--- src/rtl/fsm_decrypt.sv ---
// rtl/fsm_decrypt.sv - RC4 keystream decryption FSM
// Purpose: walks the RC4 PRGA over a 256x8 S working RAM, XORs each keystream
// byte with the encrypted-message ROM and writes MSG_LEN plaintext bytes.
// Ports:
//   CLOCK_50, rst_n              clock, asynchronous active-low reset
//   Decrypt_Start / Finish_ack   run request (IDLE only) / consumer ack (DONE only)
//   Decrypt_Finish               high while in DONE
//   S_Address/S_Data/S_wren/S_q  S working RAM port (two-cycle read latency)
//   E_Address/E_q                encrypted-message ROM port (two-cycle read latency)
//   D_Address/D_Data/D_wren      decrypted-message RAM write port
module fsm_decrypt #(
    parameter int MSG_LEN = 32
) (
    input  logic       CLOCK_50,
    input  logic       rst_n,
    input  logic       Decrypt_Start,
    input  logic       Finish_ack,
    output logic       Decrypt_Finish,
    output logic [7:0] S_Address,
    output logic [7:0] S_Data,
    output logic       S_wren,
    input  logic [7:0] S_q,
    output logic [4:0] E_Address,
    input  logic [7:0] E_q,
    output logic [4:0] D_Address,
    output logic [7:0] D_Data,
    output logic       D_wren
);

    typedef enum logic [3:0] {
        IDLE     = 4'd0,
        INC_I    = 4'd1,
        RD_SI    = 4'd2,
        WAIT_SI  = 4'd3,
        LATCH_SI = 4'd4,
        RD_SJ    = 4'd5,
        WAIT_SJ  = 4'd6,
        LATCH_SJ = 4'd7,
        WR_SI    = 4'd8,
        WR_SJ    = 4'd9,
        RD_F     = 4'd10,
        WAIT_F   = 4'd11,
        WR_D     = 4'd12,
        DONE     = 4'd13
    } state_t;

    localparam logic [4:0] LAST_K = 5'(MSG_LEN - 1);

    state_t     state_q, state_d;
    logic [7:0] i_q, i_d;
    logic [7:0] j_q, j_d;
    logic [7:0] si_q, si_d;
    logic [7:0] sj_q, sj_d;
    logic [7:0] f_q, f_d;
    logic [4:0] k_q, k_d;

    always_ff @(posedge CLOCK_50 or negedge rst_n) begin
        if (!rst_n) begin
            state_q <= IDLE;
            i_q     <= 8'd0;
            j_q     <= 8'd0;
            si_q    <= 8'd0;
            sj_q    <= 8'd0;
            f_q     <= 8'd0;
            k_q     <= 5'd0;
        end else begin
            state_q <= state_d;
            i_q     <= i_d;
            j_q     <= j_d;
            si_q    <= si_d;
            sj_q    <= sj_d;
            f_q     <= f_d;
            k_q     <= k_d;
        end
    end

    always_comb begin
        state_d        = state_q;
        i_d            = i_q;
        j_d            = j_q;
        si_d           = si_q;
        sj_d           = sj_q;
        f_d            = f_q;
        k_d            = k_q;
        Decrypt_Finish = 1'b0;
        S_Address      = 8'd0;
        S_Data         = 8'd0;
        S_wren         = 1'b0;
        E_Address      = 5'd0;
        D_Address      = 5'd0;
        D_Data         = 8'd0;
        D_wren         = 1'b0;

        case (state_q)
            IDLE: begin
                if (Decrypt_Start) begin
                    i_d     = 8'd0;
                    j_d     = 8'd0;
                    k_d     = 5'd0;
                    state_d = INC_I;
                end
            end
            INC_I: begin
                i_d     = i_q + 8'd1;
                state_d = RD_SI;
            end
            // Address is held through RD/WAIT/LATCH so the two-cycle RAM
            // delivers S[i] exactly in the LATCH cycle.
            RD_SI: begin
                S_Address = i_q;
                state_d   = WAIT_SI;
            end
            WAIT_SI: begin
                S_Address = i_q;
                state_d   = LATCH_SI;
            end
            LATCH_SI: begin
                S_Address = i_q;
                si_d      = S_q;
                j_d       = j_q + S_q;
                state_d   = RD_SJ;
            end
            RD_SJ: begin
                S_Address = j_q;
                state_d   = WAIT_SJ;
            end
            WAIT_SJ: begin
                S_Address = j_q;
                state_d   = LATCH_SJ;
            end
            // The keystream index is formed here so it is stable from RD_F on.
            LATCH_SJ: begin
                S_Address = j_q;
                sj_d      = S_q;
                f_d       = si_q + S_q;
                state_d   = WR_SI;
            end
            // When i == j both writes land on the same word with the same
            // value, so the swap degenerates to a no-op without special casing.
            WR_SI: begin
                S_Address = i_q;
                S_Data    = sj_q;
                S_wren    = 1'b1;
                state_d   = WR_SJ;
            end
            WR_SJ: begin
                S_Address = j_q;
                S_Data    = si_q;
                S_wren    = 1'b1;
                state_d   = RD_F;
            end
            RD_F: begin
                S_Address = f_q;
                E_Address = k_q;
                state_d   = WAIT_F;
            end
            WAIT_F: begin
                S_Address = f_q;
                E_Address = k_q;
                state_d   = WR_D;
            end
            WR_D: begin
                S_Address = f_q;
                E_Address = k_q;
                D_Address = k_q;
                D_Data    = S_q ^ E_q;
                D_wren    = 1'b1;
                if (k_q == LAST_K) begin
                    state_d = DONE;
                end else begin
                    k_d     = k_q + 5'd1;
                    state_d = INC_I;
                end
            end
            DONE: begin
                Decrypt_Finish = 1'b1;
                if (Finish_ack) begin
                    state_d = IDLE;
                end
            end
            default: begin
                state_d = IDLE;
            end
        endcase
    end

endmodule

--- config.mk ---
export PLATFORM = sky130hd
export DESIGN_NAME = fsm_decrypt
export DESIGN_NICKNAME = d
export VERILOG_FILES = /design/src/rtl/fsm_decrypt.sv
export SDC_FILE = /design/constraint.sdc
export NUM_CORES = 1
export LEC_CHECK = 0
export CAP_MARGIN = 10
export CORE_MARGIN = 2
export CORE_UTILIZATION = 42
export DETAILED_ROUTE_END_ITERATION = 12
export PLACE_DENSITY = 0.63
export SLEW_MARGIN = 20
export SYNTH_ARGS = -nofsm -noshare
export SYNTH_HDL_FRONTEND = slang
export SYNTH_SLANG_ARGS = --single-unit
--- constraint.sdc ---
create_clock -name CLOCK_50 -period 2.1 [get_ports CLOCK_50]
set_clock_uncertainty 0.05 [all_clocks]
set_input_delay 0.315 -clock CLOCK_50 [delete_from_list [all_inputs] [get_ports CLOCK_50]]
set_output_delay 0.315 -clock CLOCK_50 [all_outputs]
set_load 0.05 [all_outputs]
# Yosys cells after proc, flatten, opt, wreduce, memory -nomap -nowiden
# Cells that the tools add are included.
# op_classes
n_eq_ne	17
n_reduce_logical	12
bitwise	1
muxes	18
add_sub_neg	4
# op_table
cell	n
4-bit case mux with 14 select lines	1
8-bit case mux with 2 select lines	3
4-bit equality test (second input constant)	6
8-bit case mux with 3 select lines	1
5-bit two-way mux	4
8-bit adder	2
4-bit by 3-bit equality test with 1-bit output (second input constant)	4
8-bit two-way mux	2
4-bit two-way mux	3
5-bit case mux with 2 select lines	1
8-bit by 1-bit adder with 8-bit output (second input constant)	1
4-bit by 2-bit equality test with 1-bit output (second input constant)	2
4-bit OR reduction	2
8-bit bitwise XOR	1
2-bit != test (second input constant)	3
2-bit AND reduction	3
2-bit nonzero test	3
5-bit by 1-bit adder with 5-bit output (second input constant)	1
5-bit equality test (second input constant)	1
4-bit by 1-bit equality test with 1-bit output (second input constant)	1
4-bit zero test	1
1-bit two-way mux	3
3-bit AND reduction	1
3-bit OR reduction	1
2-bit OR reduction	1
# totals
input_bits	20
elab_cells	59
regBits	49
output_inout_bits	37

# Longest topological paths before layout
# Gate-level depths: netlist of the first run.
# logic_depth
word_depth	3
mapped_depth	8
ltp_nobuf	8

# Worst setup path after synthesis of the first run
# OpenSTA, ideal clock, no wires.
# synth_timing
kind	reg-to-output
from	reg state_q[1]
to	out S_Address[0]
n_path_buf	1
t_arrival_ns	1.791
slack_ns	-0.056
stages_incl_launch_ff	8
path_cell_list	dfrtp_1 -> nand2b_1 -> or2_1 -> buf_4 -> inv_2 -> o21ai_1 -> nand2_2 -> a221o_1
# synth_via
elab_chain_cells	3
# synth_lines
item	line_no	source
start, declared	49	state_t state_q, state_d;
start signal, assigned	67	state_q <= state_d;
4-bit equality test (tied with other cells)	94	case (state_q)
4-bit OR reduction (no line) / 3-bit OR reduction (equally long branches)	n/a	
8-bit case mux with 3 select lines *	94	
end, declared	19	output logic [7:0] S_Address,
# Mark *: on every way between the ends. The rest lies on a longest branch, timed or not.

# Worst setup path after layout of the first run
# layout_timing
from	reg state_q[3]
to	out S_Address[5]
# The elaborated chain is that of the path after synthesis.

==> flow_summary.toml, run 1 <==
[cts]
clkSinkCount = 49
clk-insertion-delay-late_ns = 0.31
cts-htree-levels = 2
path_clk_slew_ns = 0.09
cts_buffers = 5
cts_tree = "yes"
clock-root-buffer = "clkbuf_8"
clk_path_buf_depth = 2

[global_route]
use_met1_pct = 26.9
grt_util_met2_pct = 36.0
grt_overflow_total = 0
met3_usage_pct = 4.23
grt_pass1_wl_um = 14200
antenna_found_initial = 0
grt_start_max_net_pins = 31
gr-usage-all-layers_pct = 21.3
grt_pass1_vias = 2931
grt_busiest_layer = "met2"

[synth]
ys_seq_area_share_pct = 38.1
synth_area_per_cell_um2 = 9.68
synthAdderAreaFrac_pct = 7.84
synthFlopType = "dfrtp_1"
synth_xor_area_share_pct = 5.98
mappedNetlistArea_um2 = 3220
synthesis.nets = 372
yosys.area_share.simple_pct = 20.3
synth_top_family_by_area = "simple AND/OR/NAND/NOR gates"
synth-edff-count = 0
ys_ff_latch = 49
muxShareOfSynthArea_pct = 9.94
synth_compound_area_share_pct = 14.0
yosysUniqueCellTypes = 50
synthArstFlopShare_pct = 100
ys_warn_count = 0
synth_cells = 333

[cells_and_area]
area_growth_pct = 51.9
drive_gt1_share_pct = 38.8
final_cells = 532
layout_common_cells = "dfrtp_1 (47), buf_4 (41), buf_12 (40), nand2_1 (29), o21ai_0 (25)"
antenna_cells = 0
multiInputGateArea_um2 = 2060
final_common_cell = "dfrtp_1"
seqCellArea_um2 = 1230
fillCellCount = 574
layout.nets = 471

[timing]
slew_violations = 0
finalWorstSetupSlack_ns = -0.175
period_needed_ns = 2.28
max_freq_ghz = 0.439
worst_pin_slew_ns = 0.502
setup_viol = 8
finalSetupTns_ns = -1.37
finalCritPeriodShare_pct = 108
slew-limit-headroom_pct = 66.6
hold_viol = 0
grt_setup_unrepaired = "yes"

[worst_setup_path]
critPathSlowestCell = "dfrtp_2"
critical-path-top-delay-family = "compound AO/OA/AOI/OAI gates"
worstSetupStartpointType = "register"
arrival_ns = 1.91
worstPathMaxFanout = 8
crit_type = "reg -> out"
cp_slowest_stage_delay_ns = 0.46
path_cells = "buf_12, xor2_1, a22oi_2, buf_6, nor2b_1, a221o_2, buf_12"
crit_top_cell = "buf_12"
end_kind = "output port"
required_ns = 1.74
critPathBufInv = 3

[power_and_ir_drop]
pwr_density_cell_nw_per_um2 = 1360
ir_drop_uv = 656
total_power_mw = 6.64
p_leak_nw = 2.16

[floorplan]
core_area_um2 = 7330
rows = 31
die_y_um = 91.6
die_w_um = 91.6
start_util_pct = 43.9
dieArea_um2 = 8390
ios = 57

[drt]
wire_per_inst_um = 16.1
routed_via_density = 5.35
antenna_left = 0
drt_iter0_markers = 181
drcViolationCount = 0
routed_wl_um = 8570
drtPass1Iterations = 4
dr_total_vias = 2844

[place]
pre_cts_ws_ns = -0.411
dp.cells = 516
portBuffers = 56
place.gp.congestion = 0.878
hpwlAfterDp_um = 6680

[status]
status = "complete, but fails checks"
violations = "negative setup slack"

[job]
cap_violations = 0

[min_path]
min_path_type = "reg -> reg"
## flip-flops by register name, indices dropped and copies added (netlist names)
name	count
sj_q	8
state_q	4
i_q	8
si_q	8
f_q	8
j_q	8
k_q	5
## final timing paths
| check | slack, ns | endpoint | cells past startpoint | start |
|---|---|---|---|---|
| max | -0.18 | S_Address[5] | 7 | state_q[3]$_DFFE_PN0P_ |
| min | 0.43 | i_q[7]$_DFFE_PN0P_ | 1 | i_q[7]$_DFFE_PN0P_ |
| max reg2reg | 0.14 | j_q[7]$_DFFE_PN0P_ | 8 | state_q[1]$_DFFE_PN0P_ |
| min reg2reg | 0.43 | i_q[7]$_DFFE_PN0P_ | 1 | i_q[7]$_DFFE_PN0P_ |
| max in group asynchronous | 1.01 | si_q[2]$_DFFE_PN0P_ | 3 | rst_n |
| min in group asynchronous | 0.45 | state_q[2]$_DFFE_PN0P_ | 2 | rst_n |
## repair_timing
item / CTS / global route
endpoints found under the setup margin: 37 / 36
resized for setup: 21 / 37
hold endpoints to repair: 19 / 0
cloned: 0 / 0
pin swaps: 11 / 8
setup buffers: 6 / 2
hold buffers: 1 / 0
## Yosys cell counts (5+ instances only)
cell type	n	area share, %
dfrtp_1	49	38
nand2_1	29	3.4
nor2_1	26	3.0
o21ai_0	25	3.9
ha_1	17	6.6
mux2_2	16	5.6
mux2i_1	14	4.3
nand3_1	14	2.2
xnor2_1	14	3.8
and2_1	10	1.9
nor2b_1	10	1.9
a21oi_1	9	1.4
a221o_1	8	2.5
xor2_1	8	2.2
inv_1	7	0.82
buf_2	6	0.93
a22o_1	5	1.4
nor3_1	5	0.78
## routing by layer
metal	share of wire, %	wire length [µm]
met4	2.3	201
met1	43	3670
met5	0	0
met3	4.1	351
met2	51	4350
## cell type report
class	count	area share [%]
clock buffers	8	1.64
inverters	8	0.613
multi-input cells	261	42.1
flip-flops and latches	49	25.1
well taps	99	2.53
repair buffers	107	28.0
## stage by stage
stage	util, %	hold WS, ns	cell area [µm²]
floorplan	-	-0.0306	3240
global placement	62.0	0.257	4540
global route	66.8	0.469	4890
finish	66.8	0.429	4890
CTS	64.6	0.429	4740
detailed placement	62.0	0.258	4540
## power breakdown
| group | internal, mW | switching [mW] | total, mW |
|---|---|---|---|
| logic | 2.15 | 2.22 | 4.37 |
| clock network | 0.238 | 0.312 | 0.550 |
| registers | 1.35 | 0.366 | 1.72 |
| total | 3.73 | 2.90 | 6.64 |
## logic make-up (layout without fill, tap and decap cells)
logic type,Yosys count,in the layout
fa+ha+maj,19,19
buf+inv,23,123
mux,30,30
compound gates,67,67
flops,49,49
simple gates,123,123
xor+xnor,22,22
Note: power is estimated with default switching activity, not from simulation.
==> run 2, diff against run 1 <==
- CELL_PAD_IN_SITES_DETAIL_PLACEMENT: unset -> 0
- CELL_PAD_IN_SITES_GLOBAL_PLACEMENT: unset -> 1
- CORE_UTILIZATION: 42 -> 41
- CTS_CLUSTER_DIAMETER: unset -> 120
- PLACE_DENSITY: 0.63 -> 0.78
==> flow_summary.toml, run 2 (synthesis gave the netlist of run 1 again) <==
[status]
status = "complete, but fails checks"
violations = "negative setup slack"

[cts]
cts_tree = "yes"
cts_buffers = 5
clk-insertion-delay-late_ns = 0.31
clkSinkCount = 49
clk_path_buf_depth = 2
clock-root-buffer = "clkbuf_8"
path_clk_slew_ns = 0.09
cts-htree-levels = 2

[timing]
setup_viol = 8
holdWs_ns = 0.435
max_freq_ghz = 0.438
finalWorstSetupSlack_ns = -0.184
finalSetupTns_ns = -1.38
slew-limit-headroom_pct = 64.4
worst_pin_slew_ns = 0.533
grt_setup_unrepaired = "yes"
period_needed_ns = 2.28
finalCritPeriodShare_pct = 109
hold_viol = 0
slew_violations = 0

[global_route]
grt_util_met2_pct = 36.9
grt_pass1_vias = 2812
met3_usage_pct = 3.17
grt_start_max_net_pins = 30
grt_overflow_total = 0
use_met1_pct = 27.6
gr-usage-all-layers_pct = 21.1
grt_pass1_wl_um = 14200
grt_busiest_layer = "met2"
antenna_found_initial = 0

[drt]
routed_via_density = 5.21
drtPass1Iterations = 4
dr_total_vias = 2809
wire_per_inst_um = 15.8
routed_wl_um = 8500
antenna_left = 0
drt_iter0_markers = 83
drcViolationCount = 0

[worst_setup_path]
required_ns = 1.74
arrival_ns = 1.92
worstRegToRegCells = 7
end_kind = "output port"
worstSetupStartpointType = "register"
crit_type = "reg -> out"
worstPathMaxFanout = 8

[cells_and_area]
drive_gt1_share_pct = 38.9
seqCellArea_um2 = 1230
fillCellCount = 647
antenna_cells = 0
final_cells = 539
layout.nets = 476
multiInputGateArea_um2 = 2020
layout_common_cells = "buf_4 (50), dfrtp_1 (46), buf_12 (39), nand2_1 (29), o21ai_0 (24)"
area_growth_pct = 52.0
final_common_cell = "buf_4"

[floorplan]
start_util_pct = 41.9
die_w_um = 92.6
dieArea_um2 = 8580
rows = 32
core_area_um2 = 7690
ios = 57
die_y_um = 92.6

[power_and_ir_drop]
pwr_density_cell_nw_per_um2 = 1350
ir_drop_uv = 561
p_leak_nw = 2.18
total_power_mw = 6.61

[place]
place.gp.congestion = 0.827
dp.cells = 520
hpwlAfterDp_um = 6500
portBuffers = 56

[job]
cap_violations = 0

[min_path]
hold_depth = 1
min_path_type = "reg -> reg"
## run 2: cell count changes in the layout (fill, tap and decap cells not counted), sizes merged
cell | previous run | this run
clkinv | 0 | 1
clkbuf | 8 | 5
buf | 88 | 93
bufinv | 0 | 1
clkdlybuf4s50 | 16 | 17
dlygate4sd2 | 2 | 1
## run 2: layer usage
metal | wire length [µm] | vias up
li1 | - | 1391
met1 | 3700 | 1354
met2 | 4330 | 56
met3 | 366 | 8
met4 | 98 | 0
met5 | 0 | -
## run 2: repair_timing
item,in CTS,in global routing
hold buffers,1,0
pin swaps,13,4
gates resized for setup,28,22
endpoints found under the setup margin,28,37
buffers inserted,7,5
hold endpoints to repair,20,0
## run 2: worst paths after layout
| kind | startpoint | end | slack (ns) |
|---|---|---|---|
| setup / recovery | state_q[3]$_DFFE_PN0P_ | S_Address[7] | -0.18 |
| hold / removal | i_q[7]$_DFFE_PN0P_ | i_q[7]$_DFFE_PN0P_ | 0.43 |
| max in group asynchronous | rst_n | si_q[2]$_DFFE_PN0P_ | 0.99 |
| setup reg to reg | j_q[0]$_DFFE_PN0P_ | j_q[6]$_DFFE_PN0P_ | 0.11 |
| hold reg to reg | i_q[7]$_DFFE_PN0P_ | i_q[7]$_DFFE_PN0P_ | 0.43 |
| min in group asynchronous | rst_n | state_q[0]$_DFFE_PN0P_ | 0.46 |
## run 2: final cells by class
class                      instances  area share (%)
clock buffer                       5            1.40
tap                              102            2.61
multi-input combinational        261            41.3
inverter                           8           0.613
timing repair buffer             112            28.3
clock inverter                     2           0.715
sequential                        49            25.1
## run 2: power by group
part	total, mW	internal [mW]	leakage, nW	switching [mW]
combinational	4.21	2.08	1.51	2.13
clock	0.670	0.347	0.0540	0.323
sequential	1.73	1.35	0.611	0.381
total	6.61	3.78	2.18	2.84
## run 2: metrics by stage
step / setup WS, ns / utilization (%) / cell area, µm²
after floorplan: 0.0803 / - / 3240
after global placement: -0.323 / 59.1 / 4540
after detailed placement: -0.392 / 59.1 / 4540
after CTS: -0.123 / 62.1 / 4770
after global routing: -0.244 / 63.7 / 4900
final: -0.184 / 63.7 / 4900
## run 2: critical path, stage by stage, from the launching register on
cell and delay (ns):
dfrtp_2 0.45, nand2b_1 0.13, or2_1 0.16, inv_2 0.05, o21ai_2 0.16, nand2_4 0.10, a221o_2 0.40, buf_12 0.16
==> run 3, diff against run 2 <==
- SETUP_SLACK_MARGIN: unset -> 0.15
==> flow_summary.toml, run 3 (synthesis gave the netlist of run 1 again) <==
[timing]
hold_viol = 0
worst_pin_slew_ns = 0.305
finalWorstSetupSlack_ns = -0.109
holdWs_ns = 0.424
max_freq_ghz = 0.453
period_needed_ns = 2.21
finalCritPeriodShare_pct = 105
slew-limit-headroom_pct = 79.1
setup_viol = 8
grt_setup_unrepaired = "yes"
slew_violations = 0

[status]
status = "complete, but fails checks"
violations = "negative setup slack"

[worst_setup_path]
worstPathMaxFanout = 8
worstRegToRegCells = 8
required_ns = 1.74
crit_type = "reg -> out"
reg2reg_slack_ns = 0.24
arrival_ns = 1.84
worstSetupStartpointType = "register"
end_kind = "output port"
reg2reg_to = "si_q[0]$_DFFE_PN0P_"
r2r-start = "state_q[1]$_DFFE_PN0P_"

[min_path]
holdCritStartpoint = "i_q[7]$_DFFE_PN0P_"
hold-path-endpoint = "i_q[7]$_DFFE_PN0P_"
min_path_type = "reg -> reg"
hold_depth = 1

[cells_and_area]
layout.nets = 474
multiInputGateArea_um2 = 2130
seqCellArea_um2 = 1230
final_common_cell = "dfrtp_1"
drive_gt1_share_pct = 40.6
antenna_cells = 0
fillCellCount = 625
layout_common_cells = "dfrtp_1 (47), buf_4 (43), buf_12 (40), nand2_1 (29), o21ai_0 (23)"
area_growth_pct = 55.2

[cts]
clk-insertion-delay-late_ns = 0.31
clkSinkCount = 49
cts-htree-levels = 2
clock-root-buffer = "clkbuf_8"
cts_tree = "yes"
clk_path_buf_depth = 2
cts_buffers = 5
path_clk_slew_ns = 0.09

[power_and_ir_drop]
ir_drop_uv = 631
p_leak_nw = 2.21
pwr_density_cell_nw_per_um2 = 1350
total_power_mw = 6.77

[global_route]
gr-usage-all-layers_pct = 21.9
antenna_found_initial = 0
grt_start_max_net_pins = 50
grt_overflow_total = 0
grt_pass1_wl_um = 14900
grt_pass1_vias = 3042

[floorplan]
ios = 57
die_y_um = 92.6
start_util_pct = 41.9
die_w_um = 92.6
dieArea_um2 = 8580
rows = 32
core_area_um2 = 7690

[drt]
antenna_left = 0
dr_total_vias = 2852
drt_iter0_markers = 115
drcViolationCount = 0
drtPass1Iterations = 4
wire_per_inst_um = 16.5
routed_wl_um = 8900
routed_via_density = 5.30

[job]
cap_violations = 0

[place]
place.gp.congestion = 0.852
pre_cts_ws_ns = -0.362
hpwlAfterDp_um = 6650
portBuffers = 56
==> run 3: metrics by stage <==
step | utilization, % | area, µm² | std cells | TNS, ns
4_1_cts | 63.9 | 4910 | 536 | -1.02
3_3_place_gp | 59.0 | 4530 | 518 | -1.54
6_report | 65.1 | 5000 | 538 | -0.792
5_1_grt | 65.1 | 5000 | 538 | -1.78
3_5_place_dp | 59.0 | 4530 | 518 | -1.93
2_1_floorplan | - | 3240 | 333 | 0
==> run 3: timing repair <==
item / in CTS / in global routing
pin swaps: 16 / 18
hold endpoints to repair: 49 / 0
buffers inserted: 9 / 2
endpoints found under the setup margin: 39 / 42
resized for setup: 65 / 20
hold buffers: 1 / 0
==> run 3: area by class of cell <==
type	count	share of cell area, %
multi-input cells	261	42.5
repair buffers	110	28.0
flip-flops and latches	49	24.6
well taps	102	2.55
clock buffers	6	1.45
inverters	8	0.726
clock inverters	2	0.200
==> run 3: power by group <==
part           leakage, nW  internal [mW]  switching (mW)
Combinational         1.56           2.17            2.32
Sequential           0.613           1.35           0.373
Clock               0.0450          0.232           0.333
==> run 3: worst max path at each step <==
stage | end | slack, ns | startpoint
floorplan | S_Address[0] | 0.17 | state_q[1]$_DFFE_PN0P_
global placement | f_q[6]$_DFFE_PN0P_ | -0.32 | S_q[1]
detailed placement | f_q[6]$_DFFE_PN0P_ | -0.36 | S_q[1]
CTS | S_Address[5] | -0.14 | state_q[3]$_DFFE_PN0P_
global route | S_Address[5] | -0.19 | state_q[3]$_DFFE_PN0P_
finish | S_Address[3] | -0.11 | state_q[3]$_DFFE_PN0P_
==> run 3: metal layers <==
| layer | part of all wire (%) | wire, µm | global-route usage [%] |
|---|---|---|---|
| met4 | 1.2 | 110 | 5.39 |
| met5 | 0 | 0 | 0 |
| met3 | 3.7 | 329 | 2.77 |
| met2 | 51 | 4560 | 40.1 |
| met1 | 44 | 3900 | 27.5 |
==> run 3: critical path, stage by stage (launching register included) <==
cell and delay [ns]:
dfrtp_1 0.43, buf_6 0.14, xor2_2 0.14, a22oi_2 0.14, buf_6 0.15, nor2b_1 0.06, a221o_2 0.33, buf_12 0.16
